===== src/rtl/mem_burst_reader.sv =====
// Burst read master: streams Len words from StartAddr out of a 1-cycle-latency memory port.
// Optional MEM_BURST_READER_LAST_EN adds Out_Last, flagging the final word of each burst.
module mem_burst_reader #(
  parameter int DATA_WIDTH = 32,
  parameter int ADDR_WIDTH = 10
) (
  input  logic                  Clk,
  input  logic                  Rst,
  input  logic                  Start,
  input  logic [ADDR_WIDTH-1:0] StartAddr,
  input  logic [ADDR_WIDTH:0]   Len,
  output logic                  Busy,
  output logic                  Done,
  output logic                  Mem_WE,
  output logic [ADDR_WIDTH-1:0] Mem_Addr,
  input  logic [DATA_WIDTH-1:0] Mem_RdData,
  output logic [DATA_WIDTH-1:0] Out_Data,
  output logic                  Out_Valid,
`ifdef MEM_BURST_READER_LAST_EN
  output logic                  Out_Last,
`endif
  input  logic                  Out_Ready,
  output logic [1:0]            Dbg_State
);

  // Stream handshake: a word moves when Out_Valid && Out_Ready at posedge Clk;
  // Out_Valid comes from registered buffer occupancy only, and the head word
  // (data and last flag) stays put until that handshake.

  typedef enum logic [1:0] {IDLE = 2'd0, RUN = 2'd1, DRAIN = 2'd2} state_t;

  localparam logic [ADDR_WIDTH:0]   LEN_ONE  = 1;
  localparam logic [ADDR_WIDTH-1:0] ADDR_ONE = 1;

  state_t                  state_q, state_d;
  logic [ADDR_WIDTH-1:0]   addr_q, addr_d;
  logic [ADDR_WIDTH:0]     issue_left_q, issue_left_d;
  logic [ADDR_WIDTH:0]     deliver_left_q, deliver_left_d;
  logic                    done_q, done_d;
  logic                    infl1_q, infl2_q;
  logic [DATA_WIDTH-1:0]   buf_data_q [4];
  logic [1:0]              wr_ptr_q, rd_ptr_q;
  logic [2:0]              count_q, count_d;
  logic                    issue, push, pop;

  assign push = infl2_q;
  assign pop  = (count_q != '0) && Out_Ready;

  always_comb begin
    state_d        = state_q;
    addr_d         = addr_q;
    issue_left_d   = issue_left_q;
    deliver_left_d = deliver_left_q;
    done_d         = 1'b0;
    issue          = 1'b0;
    if (pop) deliver_left_d = deliver_left_q - LEN_ONE;
    case (state_q)
      IDLE: begin
        if (Start) begin
          if (Len == '0) begin
            done_d = 1'b1;
          end else begin
            // The first read goes out on the edge that enters RUN, giving the 2-cycle start latency.
            issue          = 1'b1;
            addr_d         = StartAddr;
            issue_left_d   = Len - LEN_ONE;
            deliver_left_d = Len;
            state_d        = (Len == LEN_ONE) ? DRAIN : RUN;
          end
        end
      end
      RUN: begin
        if (({1'b0, count_q} + {3'b000, infl1_q} + {3'b000, infl2_q}) < 4'd4) begin
          issue        = 1'b1;
          addr_d       = addr_q + ADDR_ONE;
          issue_left_d = issue_left_q - LEN_ONE;
          if (issue_left_q == LEN_ONE) state_d = DRAIN;
        end
      end
      DRAIN: begin
        if (pop && (deliver_left_q == LEN_ONE)) begin
          state_d = IDLE;
          done_d  = 1'b1;
        end
      end
      default: state_d = IDLE;
    endcase
  end

  always_comb begin
    count_d = count_q;
    case ({push, pop})
      2'b10:   count_d = count_q + 3'd1;
      2'b01:   count_d = count_q - 3'd1;
      default: count_d = count_q;
    endcase
  end

  always_ff @(posedge Clk or posedge Rst) begin
    if (Rst) begin
      state_q        <= IDLE;
      addr_q         <= '0;
      issue_left_q   <= '0;
      deliver_left_q <= '0;
      done_q         <= 1'b0;
      infl1_q        <= 1'b0;
      infl2_q        <= 1'b0;
      wr_ptr_q       <= '0;
      rd_ptr_q       <= '0;
      count_q        <= '0;
      for (int i = 0; i < 4; i++) buf_data_q[i] <= '0;
    end else begin
      state_q        <= state_d;
      addr_q         <= addr_d;
      issue_left_q   <= issue_left_d;
      deliver_left_q <= deliver_left_d;
      done_q         <= done_d;
      infl1_q        <= issue;
      infl2_q        <= infl1_q;
      count_q        <= count_d;
      if (push) begin
        buf_data_q[wr_ptr_q] <= Mem_RdData;
        wr_ptr_q             <= wr_ptr_q + 2'd1;
      end
      if (pop) rd_ptr_q <= rd_ptr_q + 2'd1;
    end
  end

`ifdef MEM_BURST_READER_LAST_EN
  logic       last1_q, last2_q;
  logic [3:0] buf_last_q;

  always_ff @(posedge Clk or posedge Rst) begin
    if (Rst) begin
      last1_q    <= 1'b0;
      last2_q    <= 1'b0;
      buf_last_q <= '0;
    end else begin
      last1_q <= issue && ((state_q == IDLE) ? (Len == LEN_ONE) : (issue_left_q == LEN_ONE));
      last2_q <= last1_q;
      if (push) buf_last_q[wr_ptr_q] <= last2_q;
    end
  end

  // Gated with valid so a stale flag in an emptied slot never shows.
  assign Out_Last = Out_Valid && buf_last_q[rd_ptr_q];
`endif

  assign Busy      = (state_q != IDLE);
  assign Done      = done_q;
  assign Mem_WE    = 1'b0;
  assign Mem_Addr  = addr_q;
  assign Out_Valid = (count_q != '0);
  assign Out_Data  = buf_data_q[rd_ptr_q];
  assign Dbg_State = state_q;

endmodule


===== config.mk =====
export PLATFORM = sky130hd
export DESIGN_NAME = mem_burst_reader
export DESIGN_NICKNAME = d
export VERILOG_FILES = /design/src/rtl/mem_burst_reader.sv
export SDC_FILE = /design/constraint.sdc
export NUM_CORES = 1
export LEC_CHECK = 0
export ABC_CLOCK_PERIOD_IN_PS = 9700
export CAP_MARGIN = 10
export CORE_ASPECT_RATIO = 1.2
export CORE_MARGIN = 1
export CORE_UTILIZATION = 35
export DETAILED_ROUTE_END_ITERATION = 16
export PLACE_DENSITY = 0.67
export RECOVER_POWER = 50
export SETUP_SLACK_MARGIN = 0.05
export SYNTH_ARGS = -nofsm -noshare
export SYNTH_HDL_FRONTEND = slang
export SYNTH_SLANG_ARGS = --single-unit

===== constraint.sdc =====
create_clock -name Clk -period 9.7 [get_ports Clk]
set_clock_uncertainty 0.1 [all_clocks]
set_input_delay 1.94 -clock Clk [delete_from_list [all_inputs] [get_ports Clk]]
set_output_delay 1.94 -clock Clk [all_outputs]
set_load 0.1 [all_outputs]

Word-level counts from Yosys, hierarchy flattened. Cells that the tools add are included.

Bits in writable memories: 0. Bits in latches: 0. Output and inout bits: 48. Input bits: 57. ROM bits: 0. Bits in registers: 172. Word-level logic and storage cells: 87. Memories kept: 0.

Bitwise gates (word level): 2. Multipliers: 0. $add $sub $neg: 10. Shifts and indexed selects: 0. Order comparisons: 4. Equality and inequality tests: 12. Reduce and logical (&&, ||, !) cells: 11. Mux-type cells: 34. Divide/modulo/power cells: 0.

Operators with widths (number): 128-bit bitwise mux (1); 32-bit 2-to-1 mux (3); 11-bit 2-to-1 mux (7); 32-bit binary-select mux with 2-bit select (1); 32-bit demux with 2-bit select (1); 11-bit by 1-bit == test with 1-bit output (second input constant) (3); 11-bit by 1-bit subtractor with 11-bit output (second input constant) (3); 10-bit 2-to-1 mux (3); 11-bit one-hot mux with 2 select lines (1); 10-bit one-hot mux with 2 select lines (1); 2-bit 2-to-1 mux (6); 11-bit zero test (1); 10-bit by 1-bit adder with 10-bit output (second input constant) (1); 2-bit inequality test (second input constant) (5); 3-bit >= comparator (second input constant) (2); 1-bit 2-to-1 mux (6); 2-bit inverter with 3-bit output (2); 2-bit one-hot mux with 3 select lines (1); 3-bit one-hot mux with 2 select lines (1); 2-bit nonzero test (3); 5-bit AND reduction (1); 2-bit by 1-bit adder with 2-bit output (second input constant) (2); 3-bit by 1-bit adder with 4-bit output (1); 4-bit by 1-bit adder with 4-bit output (1); other kinds (11) (16).

Longest topological paths before layout. Gate-level depths: netlist of run 1.

Word-level depth: 6. Depth in mapped cells: 9. Gate-level depth less buffers: 8.

Worst setup path before layout of run 1. Ideal clock, no wire load.

Path type: reg2out. Start: reg rd_ptr_q[0]. End: out Out_Data[10]. Arrival: 1.756 ns. Data required time: 7.660 ns. Buffers on the path: 2. Cell stages (with the launch flop): 4. Path slack: 5.904 ns. Cells stage by stage: dfrtp_1 > clkbuf_1 > buf_2 > mux4_2.

Word-level cells in the longest chain between the ends: 4.

RTL lines: start, declared (RTL line 42) `logic [1:0] wr_ptr_q, rd_ptr_q;`; start signal, assigned (RTL line 125) `if (pop) rd_ptr_q <= rd_ptr_q + 2'd1;`; 2-bit inverter with 3-bit output (not written as such) (RTL line 154) `assign Out_Data = buf_data_q[rd_ptr_q];`; 32-bit binary-select mux with 2-bit select (RTL line 154); 32-bit 2-to-1 mux (not written as such) (2 in a row) (RTL line 154); end, declared (RTL line 17) `output logic [DATA_WIDTH-1:0] Out_Data,`.

Every way passes these cells. The select of a mux whose other input is x is not followed.

==> metrics.txt, run 1 <==
# TYPE chip_impl_metric gauge
chip_impl_metric{name="first_pass_iters",unit=""} 4
chip_impl_metric{name="via_count",unit=""} 5357
chip_impl_metric{name="track_usage",unit=""} 0.153
chip_impl_metric{name="clk_path_buf_depth",unit=""} 2
chip_impl_metric{name="insertedDiodeCount",unit=""} 0
chip_impl_metric{name="timing.hold.worst_path_depth",unit=""} 0
chip_impl_metric{name="worst_ep_arrival_time",unit="ns"} 6.17
chip_impl_metric{name="htree_num_levels",unit=""} 4
chip_impl_metric{name="setup_viol",unit=""} 0
chip_impl_metric{name="grt_max_degree",unit=""} 105
chip_impl_metric{name="portion_of_the_clock_cycle_consumed_by_the_worst_path_in_the_final_layout",unit=""} 0.607
chip_impl_metric{name="max_cap_violations",unit=""} 1
chip_impl_metric{name="required",unit="ns"} 9.98
chip_impl_metric{name="post_synth_mux_area_share",unit=""} 0.265
chip_impl_info{name="crit_path_top_delay_cell",value="sky130_fd_sc_hd__clkinvlp_2"} 1
chip_impl_info{name="cp_cell_sequence",value="dlygate4sd3_1, clkinvlp_2, buf_4"} 1
chip_impl_metric{name="finalMaxSlewViolations",unit=""} 105
chip_impl_metric{name="detail_route.vias_per_cell",unit=""} 5.08
chip_impl_metric{name="totalWireLength",unit="mm"} 17.4
chip_impl_info{name="critical_path_endpoint_category",value="async pin"} 1
chip_impl_metric{name="worst_path_largest_cell_delay",unit="ns"} 2.52
chip_impl_info{name="critical-path-top-delay-family",value="buffers and inverters"} 1
chip_impl_metric{name="fin_setup_tns",unit="ns"} 0
chip_impl_metric{name="netlist_instances",unit=""} 629
chip_impl_metric{name="multi_input_area",unit="sq um"} 3720
chip_impl_metric{name="final_critical_path_setup_slack",unit="ns"} 3.81
chip_impl_metric{name="grt_pass1_wl",unit="mm"} 28.6
chip_impl_info{name="main_combinational_cell_family_by_area_after_synthesis",value="multiplexers"} 1
chip_impl_metric{name="syn-mean-instance-area",unit="sq um"} 13.1
chip_impl_info{name="cell_type_with_the_highest_aggregate_area_in_the_netlist",value="sky130_fd_sc_hd__dfrtp_1"} 1
chip_impl_metric{name="grt_antenna_before_repair",unit=""} 0
chip_impl_metric{name="ys_warn_count",unit=""} 0
chip_impl_metric{name="postSynth.asyncResetShare",unit=""} 1.00
chip_impl_metric{name="sequential_cell_area_in_the_final_layout",unit="sq um"} 4310
chip_impl_metric{name="gp_congestion",unit=""} 0.815
chip_impl_metric{name="post_synthesis_simple_gate_area_fraction",unit=""} 0.0797
chip_impl_metric{name="mappedNetlistArea",unit="sq um"} 8240
chip_impl_info{name="failed_checks",value="max-capacitance violations, max-slew violations"} 1
chip_impl_metric{name="grt_remaining_overflow",unit=""} 0
chip_impl_metric{name="synth_fa_ha_area_frac",unit=""} 0.0237
chip_impl_metric{name="post_detailed_route_wirelength_per_cell",unit="um"} 16.5
chip_impl_metric{name="post-route-drc-count",unit=""} 0
chip_impl_metric{name="cts_resized",unit=""} 0
chip_impl_metric{name="cts_buffers",unit=""} 17
chip_impl_metric{name="layout-drive-gt1-share",unit=""} 0.287
chip_impl_info{name="status",value="complete, but fails checks"} 1
chip_impl_metric{name="synth-seq-area-share",unit=""} 0.522
chip_impl_metric{name="io_pins",unit=""} 105
chip_impl_info{name="type_of_the_tightest_min_delay_check",value="flop to flop"} 1
chip_impl_metric{name="cp.depth",unit=""} 3
chip_impl_info{name="startpoint_type",value="input pin"} 1
chip_impl_metric{name="clock_sink_count",unit=""} 172
chip_impl_metric{name="placement.cell_area",unit="sq um"} 9600
chip_impl_metric{name="clk-insertion-delay-late",unit="ns"} 0.42
chip_impl_metric{name="detailed_place_hpwl",unit="mm"} 11.5
chip_impl_metric{name="finalHoldViolCount",unit=""} 0
chip_impl_info{name="yosys-top-cells-area",value="sky130_fd_sc_hd__dfrtp_1, sky130_fd_sc_hd__mux2_2, sky130_fd_sc_hd__mux4_2, sky130_fd_sc_hd__ha_1, sky130_fd_sc_hd__o21ai_0"} 1
chip_impl_metric{name="worst-path-max-fanout",unit=""} 104
chip_impl_metric{name="postCtsHoldBufs",unit=""} 0
chip_impl_metric{name="synth-xor-area-share",unit=""} 0.0266
chip_impl_info{name="timing.setup.critical_path_class",value="input pin to async pin"} 1
chip_impl_metric{name="synth_edf_count",unit=""} 0
chip_impl_metric{name="ys_ff_latch",unit=""} 172
chip_impl_metric{name="fmax",unit="GHz"} 0.170
chip_impl_metric{name="worst-r2r-cell-count",unit=""} 7
chip_impl_metric{name="area_growth_syn_to_layout",unit="%"} 23.6
chip_impl_metric{name="die_width",unit="um"} 142
chip_impl_info{name="clockRootBuffer",value="sky130_fd_sc_hd__clkbuf_16"} 1
chip_impl_info{name="unrepaired_setup_endpoints_after_global_routing",value="false"} 1
chip_impl_metric{name="layout.filler_cells",unit=""} 2126
chip_impl_metric{name="grt_pass1_vias",unit=""} 5457
chip_impl_metric{name="start_util",unit=""} 0.356
chip_impl_metric{name="synth_cell_type_count",unit=""} 54
chip_impl_metric{name="worst_pin_slew",unit="ns"} 4.59
chip_impl_metric{name="floorplan.core_area",unit="sq um"} 23100
chip_impl_metric{name="worst_path_buf_inv",unit=""} 3
chip_impl_metric{name="drt_first_iter_violations",unit=""} 236
chip_impl_metric{name="die_h",unit="um"} 170
chip_impl_metric{name="synth_compound_area_frac",unit=""} 0.0560
chip_impl_metric{name="ant_nets",unit=""} 0
chip_impl_info{name="tritoncts",value="done"} 1
chip_impl_info{name="ys.flop_type",value="sky130_fd_sc_hd__dfrtp_1"} 1
chip_impl_metric{name="post-cts-setup-buffers",unit=""} 0
chip_impl_metric{name="dieArea",unit="sq um"} 24200
chip_impl_metric{name="dp_slack",unit="ns"} 4.92
chip_impl_metric{name="max-slew-margin-rel",unit=""} -2.08
chip_impl_metric{name="placementRows",unit=""} 61
chip_impl_metric{name="postSynthNetCount",unit=""} 701
chip_impl_metric{name="yosysTopAreaCellShare",unit=""} 0.522
chip_impl_metric{name="final_nets",unit=""} 798
chip_impl_metric{name="clkSlewWorstSetupHoldPaths",unit="ns"} 0.07
chip_impl_metric{name="final.min_clock_period",unit="ns"} 5.89
chip_impl_metric{name="final_instance_area",unit="sq um"} 10200
chip_impl_metric{name="port-buffer-count",unit=""} 103
chip_impl_metric{name="finalHoldWorstSlack",unit="ns"} 0.283
[cells by family after synthesis]
| group | after synthesis |
|---|---|
| AOI/OAI and AO/OA | 75 |
| xor gates and xnor gates | 25 |
| adders and majority gates | 15 |
| buffers and inverters | 53 |
| DFF | 172 |
| muxes | 162 |
| other | 1 |
| and+or+nand+nor | 126 |
[cell usage in the layout (no fill, tap or decap), drive strengths merged, types with 4 or more instances in the layout]
master,netlist,final
dfrtp,172,172
mux2,128,128
clkdlybuf4s50,0,69
dlygate4sd3,0,34
nand2,33,33
mux4,32,32
o21ai,28,28
inv,18,21
nor2,20,20
a21oi,19,19
nand3,19,19
clkbuf,13,19
nor3,16,16
ha,14,14
xnor2,13,13
xor2,12,12
buf,22,10
or3,9,9
nor4,7,7
o22ai,6,6
clkinv,0,6
nand4,4,4
[worst reg2reg max path: cells and delay by family (launching register included)]
kind / cells / cell delay [ns]
buf+inv: 1 / 0.42
flops: 1 / 0.48
compound gates: 4 / 1.17
fa+ha+maj: 1 / 0.33
simple gates: 1 / 0.30
[sequential cells by signal, summed over array words and instances (netlist names)]
register / cells
Dbg_State: 2
Done: 1
Mem_Addr: 10
buf_data_q: 128
count_q: 3
deliver_left_q: 11
infl1_q: 1
infl2_q: 1
issue_left_q: 11
rd_ptr_q: 2
wr_ptr_q: 2
[synthesized netlist by cell type, types with 2 or more instances]
master / n
sky130_fd_sc_hd__a21oi_1: 19
sky130_fd_sc_hd__and4_1: 2
sky130_fd_sc_hd__a211oi_1: 2
sky130_fd_sc_hd__nand2_1: 33
sky130_fd_sc_hd__o31ai_1: 2
sky130_fd_sc_hd__o21ai_0: 27
sky130_fd_sc_hd__a31oi_1: 2
sky130_fd_sc_hd__o22ai_1: 6
sky130_fd_sc_hd__mux2_2: 128
sky130_fd_sc_hd__dfrtp_1: 172
sky130_fd_sc_hd__xor2_1: 12
sky130_fd_sc_hd__buf_1: 12
sky130_fd_sc_hd__mux4_2: 32
sky130_fd_sc_hd__inv_1: 18
sky130_fd_sc_hd__ha_1: 14
sky130_fd_sc_hd__a221oi_1: 3
sky130_fd_sc_hd__xnor2_1: 13
sky130_fd_sc_hd__o221ai_1: 2
sky130_fd_sc_hd__nor2b_1: 3
sky130_fd_sc_hd__nor4_2: 2
sky130_fd_sc_hd__nor4_1: 5
sky130_fd_sc_hd__or4_1: 2
sky130_fd_sc_hd__buf_2: 8
sky130_fd_sc_hd__a22o_1: 3
sky130_fd_sc_hd__buf_4: 2
sky130_fd_sc_hd__mux2i_1: 2
sky130_fd_sc_hd__nand4_1: 4
sky130_fd_sc_hd__clkbuf_1: 13
sky130_fd_sc_hd__nor2_1: 20
sky130_fd_sc_hd__nand3_1: 19
sky130_fd_sc_hd__or3_1: 9
sky130_fd_sc_hd__nor3_1: 16
[stage by stage]
stage,cells,utilization
finish,1054,0.440
global route,1054,0.440
CTS,1054,0.441
detailed placement,1022,0.415
global placement,1022,0.415
floorplan,629,-
[layout make-up]
class,instances,area share
sequential,172,0.423
multi-input combinational,404,0.365
timing repair buffer,113,0.109
clock buffer,19,0.0445
tap,315,0.0387
clock inverter,13,0.0136
inverter,18,0.00676
[routing by layer]
| layer | vias to the layer above | GRT usage | share of wire |
|---|---|---|---|
| li1 | 2506 | - | - |
| met1 | 2729 | 0.191 | 0.44 |
| met2 | 97 | 0.256 | 0.50 |
| met3 | 25 | 0.0284 | 0.031 |
| met4 | 0 | 0.0725 | 0.024 |
| met5 | - | 0 | 0 |
[path summary, 6_finish.rpt]
check                                 start              end  slack [ns]
worst max-delay path                    Rst      rd_ptr_q[0]        3.81
worst min-delay path                infl1_q          infl2_q        0.28
worst max register to register      infl2_q  issue_left_q[0]        6.80
worst min register to register      infl1_q          infl2_q        0.28
max in group Clk                rd_ptr_q[1]      Out_Data[2]        4.54
min in group asynchronous               Rst             Done        3.24
Power of run 1 is not shown: default switching activity piles up to over one toggle a cycle in this logic, so the estimate is an artifact.
==> run 2: changes to the inputs <==
--- a/config.mk
+++ b/config.mk
@@ -5,13 +5,13 @@
 export SDC_FILE = /design/constraint.sdc
 export NUM_CORES = 1
 export LEC_CHECK = 0
-export ABC_CLOCK_PERIOD_IN_PS = 9700
+export ABC_CLOCK_PERIOD_IN_PS = 5200
 export CAP_MARGIN = 10
 export CORE_ASPECT_RATIO = 1.2
 export CORE_MARGIN = 1
 export CORE_UTILIZATION = 35
 export DETAILED_ROUTE_END_ITERATION = 16
-export PLACE_DENSITY = 0.67
+export PLACE_DENSITY = 0.69
 export RECOVER_POWER = 50
 export SETUP_SLACK_MARGIN = 0.05
 export SYNTH_ARGS = -nofsm -noshare
==> constraint.sdc (replaced) <==
create_clock -name Clk -period 5.2 [get_ports Clk]
set_clock_uncertainty 0.1 [all_clocks]
set_input_delay 1.04 -clock Clk [delete_from_list [all_inputs] [get_ports Clk]]
set_output_delay 1.04 -clock Clk [all_outputs]
set_load 0.1 [all_outputs]
==> run 2 against run 1 <==
The flow still finishes with violations (max-capacitance violations, max-slew violations). Largest cell class unchanged. Sequential share of layout area grew 0.062 points. Via count shrank 0.52%. Register-to-register slack worse by 4.8 ns. Critical endpoint is now Out_Data[22]. Setup slack worse by 2.7 ns.
==> metrics.txt, run 2 (synthesis results as in run 1) <==
# TYPE chip_impl_metric gauge
chip_impl_info{name="status",value="complete, but fails checks"} 1
chip_impl_info{name="failed_checks",value="max-capacitance violations, max-slew violations"} 1
chip_impl_metric{name="portion_of_the_clock_cycle_consumed_by_the_worst_path_in_the_final_layout",unit=""} 0.791
chip_impl_metric{name="final_nets",unit=""} 800
chip_impl_info{name="rr_endpoint",value="issue_left_q[0]"} 1
chip_impl_metric{name="worst-r2r-setup-slack",unit="ns"} 2.03
chip_impl_metric{name="post-route-drc-count",unit=""} 0
chip_impl_metric{name="gp_congestion",unit=""} 0.816
chip_impl_metric{name="grt_max_degree",unit=""} 75
chip_impl_metric{name="required",unit="ns"} 4.06
chip_impl_metric{name="ant_nets",unit=""} 0
chip_impl_info{name="type_of_the_tightest_min_delay_check",value="flop to flop"} 1
chip_impl_metric{name="insertedDiodeCount",unit=""} 0
chip_impl_metric{name="track_usage",unit=""} 0.157
chip_impl_info{name="crit_path_top_delay_cell",value="sky130_fd_sc_hd__clkdlybuf4s50_1"} 1
chip_impl_info{name="tritoncts",value="done"} 1
chip_impl_metric{name="finalHoldViolCount",unit=""} 0
chip_impl_metric{name="detailed_place_hpwl",unit="mm"} 11.6
chip_impl_metric{name="area_growth_syn_to_layout",unit="%"} 23.4
chip_impl_metric{name="worst-r2r-cell-count",unit=""} 7
chip_impl_metric{name="placementRows",unit=""} 61
chip_impl_info{name="cp_cell_sequence",value="buf_12, mux4_2, clkdlybuf4s50_1"} 1
chip_impl_metric{name="totalWireLength",unit="mm"} 17.6
chip_impl_metric{name="worst-path-max-fanout",unit=""} 18
chip_impl_metric{name="grt_pass1_wl",unit="mm"} 29.4
chip_impl_info{name="timing.setup.critical_path_class",value="flop to output port"} 1
chip_impl_metric{name="layout-drive-gt1-share",unit=""} 0.297
chip_impl_metric{name="dieArea",unit="sq um"} 24200
chip_impl_info{name="rr_startpoint",value="infl2_q"} 1
chip_impl_metric{name="clk_path_buf_depth",unit=""} 2
chip_impl_metric{name="first_pass_iters",unit=""} 4
chip_impl_metric{name="fmax",unit="GHz"} 0.243
chip_impl_metric{name="largest_reg_flops",unit=""} 128
chip_impl_metric{name="setup_viol",unit=""} 0
chip_impl_metric{name="die_width",unit="um"} 142
chip_impl_info{name="layout.cells.most_common",value="sky130_fd_sc_hd__dfrtp_1"} 1
chip_impl_metric{name="max-slew-margin-rel",unit=""} -0.414
chip_impl_metric{name="grt_pass1_vias",unit=""} 5595
chip_impl_metric{name="clk-insertion-delay-late",unit="ns"} 0.42
chip_impl_info{name="startpoint_type",value="flop"} 1
chip_impl_info{name="clockRootBuffer",value="sky130_fd_sc_hd__clkbuf_16"} 1
chip_impl_metric{name="htree_num_levels",unit=""} 4
chip_impl_metric{name="grt_antenna_before_repair",unit=""} 0
chip_impl_metric{name="fin_setup_tns",unit="ns"} 0
chip_impl_info{name="final_cell_mix",value="sky130_fd_sc_hd__dfrtp_1, sky130_fd_sc_hd__mux2_2, sky130_fd_sc_hd__clkdlybuf4s50_1"} 1
chip_impl_metric{name="final_core_util",unit=""} 0.440
chip_impl_metric{name="cts_buffers",unit=""} 17
chip_impl_metric{name="start_util",unit=""} 0.356
chip_impl_metric{name="cp.depth",unit=""} 3
chip_impl_metric{name="worst_path_buf_inv",unit=""} 2
chip_impl_metric{name="worst_path_largest_cell_delay",unit="ns"} 0.98
chip_impl_metric{name="worst_pin_slew",unit="ns"} 2.12
chip_impl_metric{name="die_h",unit="um"} 170
chip_impl_info{name="worstSetupStartpoint",value="rd_ptr_q[0]"} 1
chip_impl_info{name="unrepaired_setup_endpoints_after_global_routing",value="false"} 1
chip_impl_metric{name="placed_cells",unit=""} 1024
chip_impl_metric{name="detail_route.vias_per_cell",unit=""} 5.05
chip_impl_info{name="biggestRegsByFlops",value="buf_data_q x128, deliver_left_q x11, issue_left_q x11"} 1
chip_impl_metric{name="finalMaxSlewViolations",unit=""} 270
chip_impl_metric{name="max_cap_violations",unit=""} 6
chip_impl_info{name="cp-endpoint",value="Out_Data[22]"} 1
chip_impl_metric{name="post-cts-setup-buffers",unit=""} 0
chip_impl_metric{name="port-buffer-count",unit=""} 103
chip_impl_metric{name="clock_sink_count",unit=""} 172
chip_impl_metric{name="via_count",unit=""} 5329
chip_impl_metric{name="postCtsHoldBufs",unit=""} 0
chip_impl_metric{name="cts_resized",unit=""} 0
chip_impl_info{name="critical_path_endpoint_category",value="output port"} 1
chip_impl_info{name="largest_register",value="buf_data_q"} 1
chip_impl_metric{name="worst_ep_arrival_time",unit="ns"} 2.97
chip_impl_metric{name="clkSlewWorstSetupHoldPaths",unit="ns"} 0.07
chip_impl_info{name="critical-path-top-delay-family",value="buffers and inverters"} 1
chip_impl_metric{name="grt_remaining_overflow",unit=""} 0
chip_impl_metric{name="final.min_clock_period",unit="ns"} 4.11
chip_impl_metric{name="drt_first_iter_violations",unit=""} 284
chip_impl_metric{name="finish.cell_count_without_fillers",unit=""} 1056
chip_impl_metric{name="post_detailed_route_wirelength_per_cell",unit="um"} 16.6
chip_impl_metric{name="floorplan.core_area",unit="sq um"} 23100
chip_impl_metric{name="io_pins",unit=""} 105
[run 2: cell count changes in the layout (fill, tap and decap cells not counted), sizes merged]
cell	before	now
dlygate4sd3	34	5
clkdlybuf4s50	69	88
clkbuf	19	23
buf	10	16
clkinv	6	5
inv	21	25
bufinv	2	1
[run 2: layout make-up]
class / count / area (sq um)
Inverter: 18 / 68.8
Multi-Input combinational cell: 404 / 3720
Fill cell: 2148 / 13000
Clock buffer: 17 / 425
Tap cell: 315 / 394
Timing Repair Buffer: 115 / 1090
Sequential cell: 172 / 4310
Clock inverter: 15 / 169
[run 2: worst min path at each step]
stage | slack [ns] | to | cells past startpoint | startpoint
final | 0.28 | infl2_q | 0 | infl1_q
after detailed placement | 0.26 | infl2_q | 0 | infl1_q
after global routing | 0.29 | infl2_q | 0 | infl1_q
after CTS | 0.28 | infl2_q | 0 | infl1_q
after global placement | 0.26 | infl2_q | 0 | infl1_q
after floorplan | 0.25 | infl2_q | 0 | infl1_q
[run 2: per-layer routing]
metal | vias to the layer above | share of wire | track usage | routed length (um)
li1 | 2500 | - | - | -
met1 | 2707 | 0.45 | 0.199 | 7810
met2 | 103 | 0.51 | 0.267 | 8910
met3 | 19 | 0.035 | 0.0321 | 609
met4 | 0 | 0.012 | 0.0542 | 218
met5 | - | 0 | 0 | 0
[run 2: metrics by stage]
step / cell area, sq um / setup WS (ns) / hold WS [ns]
after CTS: 10200 / 0.996 / 0.278
after global placement: 9630 / 1.49 / 0.259
final: 10200 / 1.09 / 0.275
after floorplan: 8240 / 1.86 / 0.254
after global routing: 10200 / 0.740 / 0.294
after detailed placement: 9630 / 1.46 / 0.262
[run 2: worst register-to-register path, stage by stage (launching register included)]
cell and delay, ns:
sky130_fd_sc_hd__dfrtp_1 0.50, sky130_fd_sc_hd__ha_1 0.34, sky130_fd_sc_hd__a21o_1 0.17, sky130_fd_sc_hd__a211oi_1 0.74
sky130_fd_sc_hd__nor2_1 0.34, sky130_fd_sc_hd__inv_1 0.46, sky130_fd_sc_hd__o21ai_0 0.17, sky130_fd_sc_hd__a22o_1 0.25
Power of run 2 is left out for the same reason.
==> run 3: changes to the inputs <==
--- a/config.mk
+++ b/config.mk
@@ -5,13 +5,13 @@
 export SDC_FILE = /design/constraint.sdc
 export NUM_CORES = 1
 export LEC_CHECK = 0
-export ABC_CLOCK_PERIOD_IN_PS = 5200
+export ABC_CLOCK_PERIOD_IN_PS = 4000
 export CAP_MARGIN = 10
 export CORE_ASPECT_RATIO = 1.2
 export CORE_MARGIN = 1
 export CORE_UTILIZATION = 35
 export DETAILED_ROUTE_END_ITERATION = 16
-export PLACE_DENSITY = 0.69
+export PLACE_DENSITY = 0.67
 export RECOVER_POWER = 50
 export SETUP_SLACK_MARGIN = 0.05
 export SYNTH_ARGS = -nofsm -noshare
==> constraint.sdc (replaced) <==
create_clock -name Clk -period 4 [get_ports Clk]
set_clock_uncertainty 0.1 [all_clocks]
set_input_delay 0.8 -clock Clk [delete_from_list [all_inputs] [get_ports Clk]]
set_output_delay 0.8 -clock Clk [all_outputs]
set_load 0.1 [all_outputs]
==> run 3 against run 2 <==
The flow still finishes with violations (max-capacitance violations, max-slew violations). Register-to-register slack lost 0.65 ns. Clock-buffer cell count grew 3. Utilization grew 0.13 points. Via count grew 1.3%. First-iteration DRC count shrank 23%. Critical path depth shrank 1. Die area is the same. Cell count grew 0.28%.
==> metrics.txt, run 3 (synthesis results as in run 1) <==
# TYPE chip_impl_metric gauge
chip_impl_metric{name="drt_first_iter_violations",unit=""} 218
chip_impl_info{name="rr_startpoint",value="infl2_q"} 1
chip_impl_metric{name="cts_buffers",unit=""} 17
chip_impl_metric{name="area_growth_syn_to_layout",unit="%"} 23.8
chip_impl_metric{name="setup_viol",unit=""} 0
chip_impl_metric{name="via_count",unit=""} 5397
chip_impl_metric{name="gp_congestion",unit=""} 0.834
chip_impl_metric{name="worst_ep_arrival_time",unit="ns"} 2.30
chip_impl_metric{name="detailed_place_hpwl",unit="mm"} 11.6
chip_impl_metric{name="grt_pass1_vias",unit=""} 5594
chip_impl_info{name="worstSetupStartpoint",value="count_q[0]"} 1
chip_impl_metric{name="finalMaxSlewViolations",unit=""} 86
chip_impl_metric{name="first_pass_iters",unit=""} 4
chip_impl_metric{name="post_detailed_route_wirelength_per_cell",unit="um"} 16.7
chip_impl_metric{name="layout-drive-gt1-share",unit=""} 0.335
chip_impl_metric{name="worst-path-max-fanout",unit=""} 5
chip_impl_metric{name="fin_setup_tns",unit="ns"} 0
chip_impl_metric{name="clk-insertion-delay-late",unit="ns"} 0.42
chip_impl_metric{name="post-cts-setup-buffers",unit=""} 0
chip_impl_metric{name="worst-r2r-cell-count",unit=""} 8
chip_impl_metric{name="htree_num_levels",unit=""} 4
chip_impl_metric{name="required",unit="ns"} 3.10
chip_impl_metric{name="cts_resized",unit=""} 0
chip_impl_metric{name="portion_of_the_clock_cycle_consumed_by_the_worst_path_in_the_final_layout",unit=""} 0.800
chip_impl_metric{name="post-route-drc-count",unit=""} 0
chip_impl_info{name="timing.hold.worst.start",value="infl1_q"} 1
chip_impl_info{name="startpoint_type",value="flop"} 1
chip_impl_metric{name="max_cap_violations",unit=""} 1
chip_impl_metric{name="timing.hold.worst_path_depth",unit=""} 0
chip_impl_info{name="status",value="complete, but fails checks"} 1
chip_impl_metric{name="grt_pass1_wl",unit="mm"} 29.2
chip_impl_metric{name="max-slew-margin-rel",unit=""} -0.384
chip_impl_metric{name="worst_pin_slew",unit="ns"} 2.08
chip_impl_metric{name="clkSlewWorstSetupHoldPaths",unit="ns"} 0.07
chip_impl_info{name="unrepaired_setup_endpoints_after_global_routing",value="false"} 1
chip_impl_info{name="timing.setup.critical_path_class",value="flop to output port"} 1
chip_impl_metric{name="clock_sink_count",unit=""} 172
chip_impl_metric{name="die_width",unit="um"} 142
chip_impl_metric{name="grt_max_degree",unit=""} 88
chip_impl_info{name="final_cell_mix",value="sky130_fd_sc_hd__dfrtp_1, sky130_fd_sc_hd__mux2_2, sky130_fd_sc_hd__clkdlybuf4s50_1"} 1
chip_impl_metric{name="final.min_clock_period",unit="ns"} 3.20
chip_impl_info{name="largest_register",value="buf_data_q"} 1
chip_impl_metric{name="clk_path_buf_depth",unit=""} 2
chip_impl_metric{name="totalWireLength",unit="mm"} 17.6
chip_impl_metric{name="final_nets",unit=""} 803
chip_impl_metric{name="track_usage",unit=""} 0.157
chip_impl_metric{name="ant_nets",unit=""} 0
chip_impl_metric{name="grt_util_met1",unit=""} 0.193
chip_impl_metric{name="postCtsHoldBufs",unit=""} 0
chip_impl_info{name="failed_checks",value="max-capacitance violations, max-slew violations"} 1
chip_impl_info{name="tritoncts",value="done"} 1
chip_impl_metric{name="insertedDiodeCount",unit=""} 0
chip_impl_metric{name="floorplan.core_area",unit="sq um"} 23100
chip_impl_metric{name="grt_remaining_overflow",unit=""} 0
chip_impl_metric{name="largest_reg_flops",unit=""} 128
chip_impl_metric{name="start_util",unit=""} 0.356
chip_impl_metric{name="finalHoldWorstSlack",unit="ns"} 0.286
chip_impl_metric{name="gr-usage-met2",unit=""} 0.265
chip_impl_metric{name="fmax",unit="GHz"} 0.312
chip_impl_metric{name="port-buffer-count",unit=""} 103
chip_impl_info{name="clockRootBuffer",value="sky130_fd_sc_hd__clkbuf_16"} 1
chip_impl_metric{name="die_h",unit="um"} 170
chip_impl_info{name="biggestRegsByFlops",value="buf_data_q x128, deliver_left_q x11, issue_left_q x11"} 1
chip_impl_metric{name="grt_antenna_before_repair",unit=""} 0
chip_impl_metric{name="detail_route.vias_per_cell",unit=""} 5.10
chip_impl_metric{name="dieArea",unit="sq um"} 24200
chip_impl_info{name="grt-busiest-layer",value="met2"} 1
chip_impl_metric{name="io_pins",unit=""} 105
chip_impl_info{name="layout.cells.most_common",value="sky130_fd_sc_hd__dfrtp_1"} 1
chip_impl_metric{name="grtUsageMet3",unit=""} 0.0293
chip_impl_info{name="type_of_the_tightest_min_delay_check",value="flop to flop"} 1
chip_impl_info{name="critical_path_endpoint_category",value="output port"} 1
chip_impl_metric{name="placementRows",unit=""} 61
chip_impl_metric{name="finalHoldViolCount",unit=""} 0
chip_impl_metric{name="layout.filler_cells",unit=""} 2103
==> run 3: cell count changes in the layout (fill, tap and decap cells not counted), sizes merged <==
cell,delta
buf,+30
clkinv,-3
clkbuf,-2
inv,-5
dlygate4sd3,-4
clkinvlp,+3
bufinv,+2
clkdlybuf4s50,-18
==> run 3: area by class of cell <==
cell class                      count  area, sq um  area share
Sequential cell                   172         4310       0.422
Multi-Input combinational cell    404         3720       0.365
Timing Repair Buffer              118         1090       0.106
Clock buffer                       20          467      0.0458
Tap cell                          315          394      0.0386
Clock inverter                     12          160      0.0157
Inverter                           18         68.8     0.00675
==> run 3: stage by stage <==
step           cells   util  worst slack [ns]  instance area, sq um
3_3_place_gp    1027  0.415             0.573                  9600
3_5_place_dp    1027  0.415             0.515                  9600
5_1_grt         1059  0.441             0.486                 10200
6_report        1059  0.441             0.799                 10200
2_1_floorplan    629      -             0.903                  8240
4_1_cts         1059  0.442             0.753                 10200
==> run 3: routing by layer <==
metal	vias to the layer above	wire length [um]
met5	-	0
met4	0	363
met3	19	670
met2	119	8950
met1	2750	7660
li1	2509	-
==> run 3: final timing paths <==
check                                    end  slack (ns)
setup / recovery                   Out_Valid        0.80
hold / removal                       infl2_q        0.29
setup reg to reg             issue_left_q[2]        1.38
hold reg to reg                      infl2_q        0.29
max in group asynchronous     buf_data_q[43]        0.98
min in group asynchronous  deliver_left_q[9]        0.86
==> run 3: critical path: stages (launching register included) <==
cell and delay, ns:
sky130_fd_sc_hd__dfrtp_1 0.44, sky130_fd_sc_hd__or3_1 0.45, sky130_fd_sc_hd__clkdlybuf4s50_1 0.99
Power of run 3 is left out for the same reason.
==> variant: new RTL, flow settings as in run 2 <==
Change the parameter `DATA_WIDTH` from 32 to 64.
--- a/src/rtl/mem_burst_reader.sv
+++ b/src/rtl/mem_burst_reader.sv
@@ -3,3 +3,3 @@
 module mem_burst_reader #(
-  parameter int DATA_WIDTH = 32,
+  parameter int DATA_WIDTH = 64,
   parameter int ADDR_WIDTH = 10
Ports: changed (resized Mem_RdData and Out_Data); port bits go from 105 to 169. No check against the original RTL was run, so the function may have changed too.
==> variant against run 2 <==
Cell area rose by 67%. Utilization rose by 0.62 points. Sequential cell count rose by 128. Setup slack got worse by 0.17 ns. Area after synthesis rose by 65%. Largest cell class unchanged. The flow still finishes with violations (max-capacitance violations, max-slew violations). Fmax fell by 3.9%. Routed wire length rose by 71%.
Power is not shown: default switching activity piles up to over one toggle a cycle in this logic, so the estimate is an artifact.
==> variant: results (changes against run 2) <==
post-DP HPWL=18,700 um (was 11,600 um); root buf cell=clkbuf_16 (unchanged); worst reg2reg endpoint=buf_data_q[79]$_DFFE_PP0P_ (was issue_left_q[0]$_DFFE_PP0P_); routability cong.=0.819 (was 0.816); Yosys warning count=0 (unchanged); post-CTS sizing=0 (unchanged); hold endpoint=infl2_q$_DFF_PP0_ (unchanged); synth unique cells=48 (was 54); post-placement setup slack=1.37 ns (was 1.46 ns); max_cap viols=5 (was 6); post-synth net total=1,036 (was 701); biggest regs=buf_data_q x256, deliver_left_q x11, issue_left_q x11 (was buf_data_q x128, deliver_left_q x11, issue_left_q x11); M1 WL=12,900 um (was 7810 um); Worst Hold Launch=infl1_q$_DFF_PP0_ (unchanged); failing checks=max-capacitance violations, max-slew violations (unchanged); PortBufs=167 (was 103); post-CTS setup repair buffer count=0 (unchanged); Detailed Routing Iterations Pass 1=6 (was 4); crit path max fanout=18 (unchanged); H-Tree Depth=2 (was 4); top post-synthesis cells by area=dfrtp_1 55%, mux2_2 21%, mux4_2 11% (was dfrtp_1 52%, mux2_2 17%, mux4_2 8.7%); Num CTS Buffers=35 (was 17); met2 wire length=15,100 um (was 8910 um); sequential element share of the synthesized area=0.553 (was 0.522); vias in the first global route=8,980 (was 5,595); pin count of the biggest net entering global routing=101 (was 75); status=complete, but fails checks (unchanged); GRT Util Overall=0.155 (was 0.157); synth cell count leaders=300 x dfrtp_1, 256 x mux2_2, 64 x mux4_2 (was 172 x dfrtp_1, 128 x mux2_2, 33 x nand2_1); DR WL/cell=18.7 um (was 16.6 um); reg2reg path depth=4 (was 7); max layer used=met5 (was met4); pins over their slew limit=203 (was 270); maximum clock insertion buffer count=3 (was 2); DR WL met3=1290 um (was 609 um); initial antenna violation count=3 (was 0); worst skew pair latency=0.50 ns (was 0.42 ns); number of fill cells=3,369 (was 2,148); DR iter-0 viols=277 (was 284); Vias=8,293 (was 5,329); global-route wire length before repair=48,700 um (was 29,400 um); WP data arrival=3.14 ns (was 2.97 ns); worst setup path startpoint=rd_ptr_q[0]$_DFFE_PP0N_ (unchanged); Reg-to-Reg Start=wr_ptr_q[0]$_DFFE_PP0P_ (was infl2_q$_DFF_PP0_); Final nets=1,202 (was 800); Worst Tran Pin Value=3.47 ns (was 2.12 ns); Hold Path Depth=0 (unchanged); ratio of cells with drive above 1 in the final layout=0.363 (was 0.297)
==> variant: cell type report <==
class | count | share of cell area
sequential | 300 | 0.443
multi-input combinational | 560 | 0.341
timing repair buffer | 182 | 0.105
clock buffer | 51 | 0.0624
tap | 480 | 0.0354
clock inverter | 10 | 0.00921
inverter | 19 | 0.00427
antenna | 2 | 0.000295
==> variant: kinds of logic after synthesis <==
logic type      Yosys count  share of synthesized area
mux                     321                      0.319
other cells               1                   0.000276
compound gates           89                     0.0382
flops                   300                      0.553
fa+ha+maj                15                     0.0144
simple gates            111                     0.0393
xor+xnor                 23                     0.0148
buf+inv                  72                     0.0209
==> variant: how the worst max path moves through the flow <==
stage / end / slack (ns) / cells past startpoint
final: Out_Data[54] / 0.92 / 3
after global routing: buf_data_q[147]$_DFFE_PP0P_ / 0.73 / 3
after CTS: Out_Data[49] / 0.81 / 3
after detailed placement: Out_Data[49] / 1.37 / 3
after global placement: Out_Data[49] / 1.38 / 3
after floorplan: Dbg_State[0]$_DFFE_PP0P_ / 0.07 / 1
==> variant: critical path, stage by stage, from the launching register on <==
cell             delay [ns]
dfrtp_4                0.68
buf_4                  0.38
mux4_2                 0.56
clkdlybuf4s50_1        1.00
==> variant: stage by stage <==
| step | utilization | hold WS (ns) | instance area, sq um | std cells |
|---|---|---|---|---|
| floorplan | - | 0.254 | 13600 | 932 |
| global placement | 0.415 | 0.271 | 15800 | 1541 |
| detailed placement | 0.415 | 0.280 | 15800 | 1541 |
| CTS | 0.447 | 0.296 | 17000 | 1602 |
| global route | 0.446 | 0.310 | 17000 | 1603 |
| finish | 0.446 | 0.288 | 17000 | 1604 |
==> variant: per-layer routing <==
layer,up-vias,global-route usage
met5,-,0
met4,2,0.0497
met3,42,0.0309
met2,161,0.270
met1,4311,0.193
li1,3777,-
